**src/rtl/dq_pi_ctrl.sv**
```systemverilog
// dq_pi_ctrl: dual-axis PI current regulator sharing one signed multiplier across four products per update
module dq_pi_ctrl #(
  parameter int W    = 16,
  parameter int FRAC = 12
) (
  input  logic                clk,
  input  logic                rst,
  input  logic                en,
  input  logic                in_vld,
  input  logic signed [W-1:0] id_meas,
  input  logic signed [W-1:0] iq_meas,
  input  logic signed [W-1:0] id_ref,
  input  logic signed [W-1:0] iq_ref,
  input  logic signed [W-1:0] kp,
  input  logic signed [W-1:0] ki,
  input  logic        [W-2:0] out_lim,
  output logic                busy,
  output logic                oe,
  output logic signed [W-1:0] vd,
  output logic signed [W-1:0] vq
);
  typedef enum logic [2:0] {IDLE, ERR, DP, DI, QP, QI, SUM} state_t;
  localparam logic signed [W:0]     MX1  = {2'b00, {(W-1){1'b1}}};
  localparam logic signed [2*W-1:0] MX2  = {{(W+1){1'b0}}, {(W-1){1'b1}}};
  localparam logic signed [W-1:0]   VMAX = {1'b0, {(W-1){1'b1}}};
  function automatic logic signed [W-1:0] sat1(input logic signed [W:0] x);
    return (x > MX1) ? VMAX : (x < -MX1) ? -VMAX : x[W-1:0];
  endfunction
  function automatic logic signed [W-1:0] sat2(input logic signed [2*W-1:0] x);
    return (x > MX2) ? VMAX : (x < -MX2) ? -VMAX : x[W-1:0];
  endfunction
  function automatic logic signed [W-1:0] clamp(input logic signed [W:0] x, input logic [W-2:0] l);
    logic signed [W:0] lp;
    logic signed [W:0] ln;
    lp = {2'b00, l};
    ln = -lp;
    return (x > lp) ? lp[W-1:0] : (x < ln) ? ln[W-1:0] : x[W-1:0];
  endfunction
  state_t state, state_nx;
  logic signed [W-1:0] idm, iqm, idr, iqr, kp_r, ki_r, ed, eq, pd, pq, acc_d, acc_q;
  logic        [W-2:0] lim_r;
  logic signed [W-1:0] ma, mb, term, acc_nx;
  logic signed [2*W-1:0] prod;
  assign busy = state != IDLE;
  // one multiplier: state selects gain (kp in P states, ki in I states) and axis error
  assign ma     = (state == DP || state == QP) ? kp_r : ki_r;
  assign mb     = (state == DP || state == DI) ? ed : eq;
  assign prod   = (2*W)'(ma) * (2*W)'(mb);
  assign term   = sat2(prod >>> FRAC);
  assign acc_nx = clamp((W+1)'(state == DI ? acc_d : acc_q) + (W+1)'(term), lim_r);
  always_comb begin
    state_nx = IDLE;
    case (state)
      IDLE:    state_nx = (en && in_vld) ? ERR : IDLE;
      ERR:     state_nx = DP;
      DP:      state_nx = DI;
      DI:      state_nx = QP;
      QP:      state_nx = QI;
      QI:      state_nx = SUM;
      default: state_nx = IDLE;
    endcase
  end
  always_ff @(posedge clk) begin
    if (rst) begin
      state <= IDLE;
      oe    <= 1'b0;
      vd    <= '0;
      vq    <= '0;
      acc_d <= '0;
      acc_q <= '0;
    end else begin
      state <= state_nx;
      oe    <= state == SUM;
      if (state == IDLE && !en) begin
        acc_d <= '0;
        acc_q <= '0;
        vd    <= '0;
        vq    <= '0;
      end
      if (state == IDLE && en && in_vld) begin
        idm   <= id_meas;
        iqm   <= iq_meas;
        idr   <= id_ref;
        iqr   <= iq_ref;
        kp_r  <= kp;
        ki_r  <= ki;
        lim_r <= out_lim;
      end
      if (state == ERR) begin
        ed <= sat1((W+1)'(idr) - (W+1)'(idm));
        eq <= sat1((W+1)'(iqr) - (W+1)'(iqm));
      end
      if (state == DP) pd <= term;
      if (state == DI) acc_d <= acc_nx;
      if (state == QP) pq <= term;
      if (state == QI) acc_q <= acc_nx;
      if (state == SUM) begin
        vd <= clamp((W+1)'(pd) + (W+1)'(acc_d), lim_r);
        vq <= clamp((W+1)'(pq) + (W+1)'(acc_q), lim_r);
      end
    end
  end
endmodule

```
**config.mk**
```make
export PLATFORM = sky130hd
export DESIGN_NAME = dq_pi_ctrl
export DESIGN_NICKNAME = d
export VERILOG_FILES = /design/src/rtl/dq_pi_ctrl.sv
export SDC_FILE = /design/constraint.sdc
export NUM_CORES = 1
export LEC_CHECK = 0
export BUFFER_PORTS_ARGS = -buffer_cell sky130_fd_sc_hd__buf_2
export CAP_MARGIN = 20
export CORE_MARGIN = 1
export CORE_UTILIZATION = 50
export CTS_BUF_LIST = sky130_fd_sc_hd__clkbuf_8 sky130_fd_sc_hd__clkbuf_16
export CTS_CLUSTER_DIAMETER = 80
export DETAILED_ROUTE_END_ITERATION = 10
export PLACE_DENSITY = 0.68
export SKIP_LAST_GASP = 1
export SYNTH_ARGS = -nofsm -noshare
export SYNTH_HDL_FRONTEND = slang
export SYNTH_SLANG_ARGS = --single-unit
```
**constraint.sdc**
```tcl
create_clock -name clk -period 14.6 [get_ports clk]
set_input_delay 2.92 -clock clk [delete_from_list [all_inputs] [get_ports clk]]
set_output_delay 2.92 -clock clk [all_outputs]
set_load 0.02 [all_outputs]
```
==> results.sh <==
export IMPL_dieWidth_um=227
export IMPL_rows=82
export IMPL_finClkSkew_ns=0.0349
export IMPL_routed_wirelength_um=69600
export IMPL_yosys_cell_types_count=82
export IMPL_cts_sinks=243
export IMPL_synth_area_um2=25300
export IMPL_cts_tree="done"
export IMPL_crit_fanout=24
export IMPL_worst_ep_required_time_ns=15.05
export IMPL_antenna_found_initial=1
export IMPL_final_hold_viol_count=0
export IMPL_drt_iter0_drc=1498
export IMPL_yosys_area_top_type="fa_1"
export IMPL_initial_core_util_pct=50.6
export IMPL_yosys_register_bits=243
export IMPL_fin_crit_sh_pct=92.2
export IMPL_fin_nets=3422
export IMPL_cts_root_buf="clkbuf_16"
export IMPL_ys_top_cells_by_area="fa_1 21%, edfxtp_1 21%, ha_1 12%"
export IMPL_clk_latency_ns=0.55
export IMPL_synth_avg_cell_area_um2=9.61
export IMPL_yosysWarnings=0
export IMPL_path_buf_inv=5
export IMPL_critPathKind="flop to flop"
export IMPL_viasPerCell=5.64
export IMPL_dieArea_um2=51600
export IMPL_reg2reg_to="acc_q[10]"
export IMPL_setup_violations=0
export IMPL_grt_pass1_vias=20500
export IMPL_cp_top_family="adder cells"
export IMPL_fin_setup_tns_ns=0
export IMPL_worstPathArrival_ns=13.91
export IMPL_critPathLaunch="state[2]"
export IMPL_core_area_um2=50100
export IMPL_fin_cells=3484
export IMPL_drcViolationCount=0
export IMPL_r2r_slack_ns=1.14
export IMPL_syn_num_nets=3269
export IMPL_crit_slowest_cell="fa_1"
export IMPL_antennaDiodeCount=0
export IMPL_grt_overflow_total=0
export IMPL_max_freq_ghz=0.0743
export IMPL_synth_edf_count=175
export IMPL_hold_path_class="flop to flop"
export IMPL_grt_max_degree=79
export IMPL_cp_endpoint="acc_q[10]"
export IMPL_synth_top_cell_area_share_pct=21.0
export IMPL_run_status="finished, final reports clean"
export IMPL_cp_depth=46
export IMPL_endpoint_kind="flop"
export IMPL_worst_slew_pin_slew_ns=1.09
export IMPL_post_route_util_pct=56.1
export IMPL_first_pass_iters=7
export IMPL_rsz0062_at_grt="no"
export IMPL_final_cell_mix="409 x inv_1, 266 x fa_1, 260 x nand2_1, 253 x ha_1, 217 x nor2_1"
export IMPL_slew_headroom_pct=27.4
export IMPL_grt_pass1_wl_um=111000
export IMPL_cp_slowest_stage_delay_ns=0.82
export IMPL_fin_crit_ns=13.46
export IMPL_cts_setup_buffers=0
export IMPL_place_port_buffers=148
export IMPL_cts_reportedPaths_clkPinSlew_ns=0.06
export IMPL_drive_above_1_share_pct=11.0
export IMPL_numCtsBuffers=34
export IMPL_die_y_um=227
export IMPL_ff2ff_path_depth=46
export IMPL_drv_cap=0
export IMPL_synthFlopType="edfxtp_1"
export IMPL_h_tree_depth=2
export IMPL_slew_violations=0
export IMPL_clockBufferDepth=3
export IMPL_syn_to_final_growth_pct=10.9
export IMPL_syn_inst=2635
export IMPL_timing_rr_start="state[2]"
export IMPL_grt_util_all_layers_pct=28.0
export IMPL_wire_per_inst_um=20.0
export IMPL_gp_congestion=0.982
export IMPL_dp_hpwl_um=57200
export IMPL_cp_start_kind="flop"
export IMPL_placedCellCount=3422
export IMPL_ys_seq_area_share_pct=26.1
export IMPL_mostFrequentLayoutCell="inv_1"
export IMPL_io_pins=149
export IMPL_vias=19600
export IMPL_cp_common_cell="fa_1"
export IMPL_synthArstFlopShare_pct=0
export IMPL_ant_nets=0
[worst min-delay path, delay by kind of cell, from the launching register on]
| kind | cells | cell delay (ns) |
|---|---|---|
| flops | 1 | 0.32 |
| compound gates | 1 | 0.05 |
| simple gates | 1 | 0.04 |
[cells in the mapped netlist (4+ instances only)]
cell type	count
inv_1	406
fa_1	266
nand2_1	261
ha_1	253
nor2_1	219
edfxtp_1	175
o21ai_0	118
a21oi_1	115
xnor2_1	77
mux2i_1	71
dfxtp_1	68
clkbuf_1	61
nor3_1	45
a21o_1	43
xor2_1	33
nand2b_1	32
o21a_1	32
nor2b_1	26
maj3_1	25
mux2_2	25
nand3_1	24
a22o_1	23
nand4_1	20
a211oi_1	19
and2_1	12
or3_1	11
and3_1	10
o211ai_1	10
or2_2	10
a31oi_1	9
and4_1	8
nor4_1	8
o21bai_1	8
a2111oi_0	7
a211o_1	6
a32oi_1	6
buf_2	6
nand3b_1	6
a21boi_0	5
o31ai_1	5
a2111o_1	4
o21ai_1	4
[state kept, by name, summed over array words and instances, names as in the netlist]
name	flops
acc_q	16
iqm	16
eq	16
state	3
vq	16
vd	16
ed	16
pq	16
lim_r	15
oe	1
acc_d	16
pd	16
idr	16
kp_r	16
idm	16
iqr	16
ki_r	16
[what timing repair did]
action,4_1_cts,5_1_grt
resized for setup,0,3
hold buffers,0,0
endpoints found under the setup margin,0,30
[final cells by class]
class | instances | area, um2
well taps | 672 | 841
fillers | 4538 | 22000
flip-flops and latches | 243 | 6620
inverters | 407 | 1530
repair buffers | 189 | 1050
multi-input cells | 1913 | 17000
clock buffers | 38 | 917
clock inverters | 22 | 191
[metrics by stage]
step                      hold slack (ns)  setup WS [ns]  instance area (um2)
after CTS                           0.458          0.775                28100
after global placement              0.432           1.32                27000
after floorplan                     0.451           2.60                25300
final                               0.453           1.14                28100
after detailed placement            0.445          0.803                27000
after global routing                0.476         0.0232                28100
[worst min-delay path by stage]
stage	from	end	slack (ns)	cells after the start
2_1_floorplan	acc_d[0]	acc_d[0]	0.45	2
3_3_place_gp	vd[10]	vd[10]	0.43	2
3_5_place_dp	vd[10]	vd[10]	0.45	2
4_1_cts	vd[10]	vd[10]	0.46	2
5_1_grt	vq[6]	vq[6]	0.48	1
6_report	vq[15]	vq[15]	0.45	2
[cell families (layout without fill, tap and decap cells)]
logic type / after synthesis / in the layout / share of synthesized area [%]
xor+xnor: 110 / 110 / 3.80
compound gates: 456 / 456 / 11.8
flops: 243 / 243 / 26.1
mux: 98 / 98 / 4.09
simple gates: 705 / 705 / 12.5
fa+ha+maj: 544 / 544 / 34.5
buf+inv: 479 / 656 / 7.19
[routing by layer]
| metal | track usage, % | routed length [um] | up-vias |
|---|---|---|---|
| li1 | - | - | 9192 |
| met2 | 49.0 | 33800 | 700 |
| met5 | 0 | 0 | - |
| met1 | 34.3 | 28900 | 9554 |
| met3 | 3.60 | 3730 | 188 |
| met4 | 12.4 | 3150 | 0 |
Power is left out: the tool's default activity adds up to more than one toggle a clock period on the data nets, which glitch-free logic cannot reach.
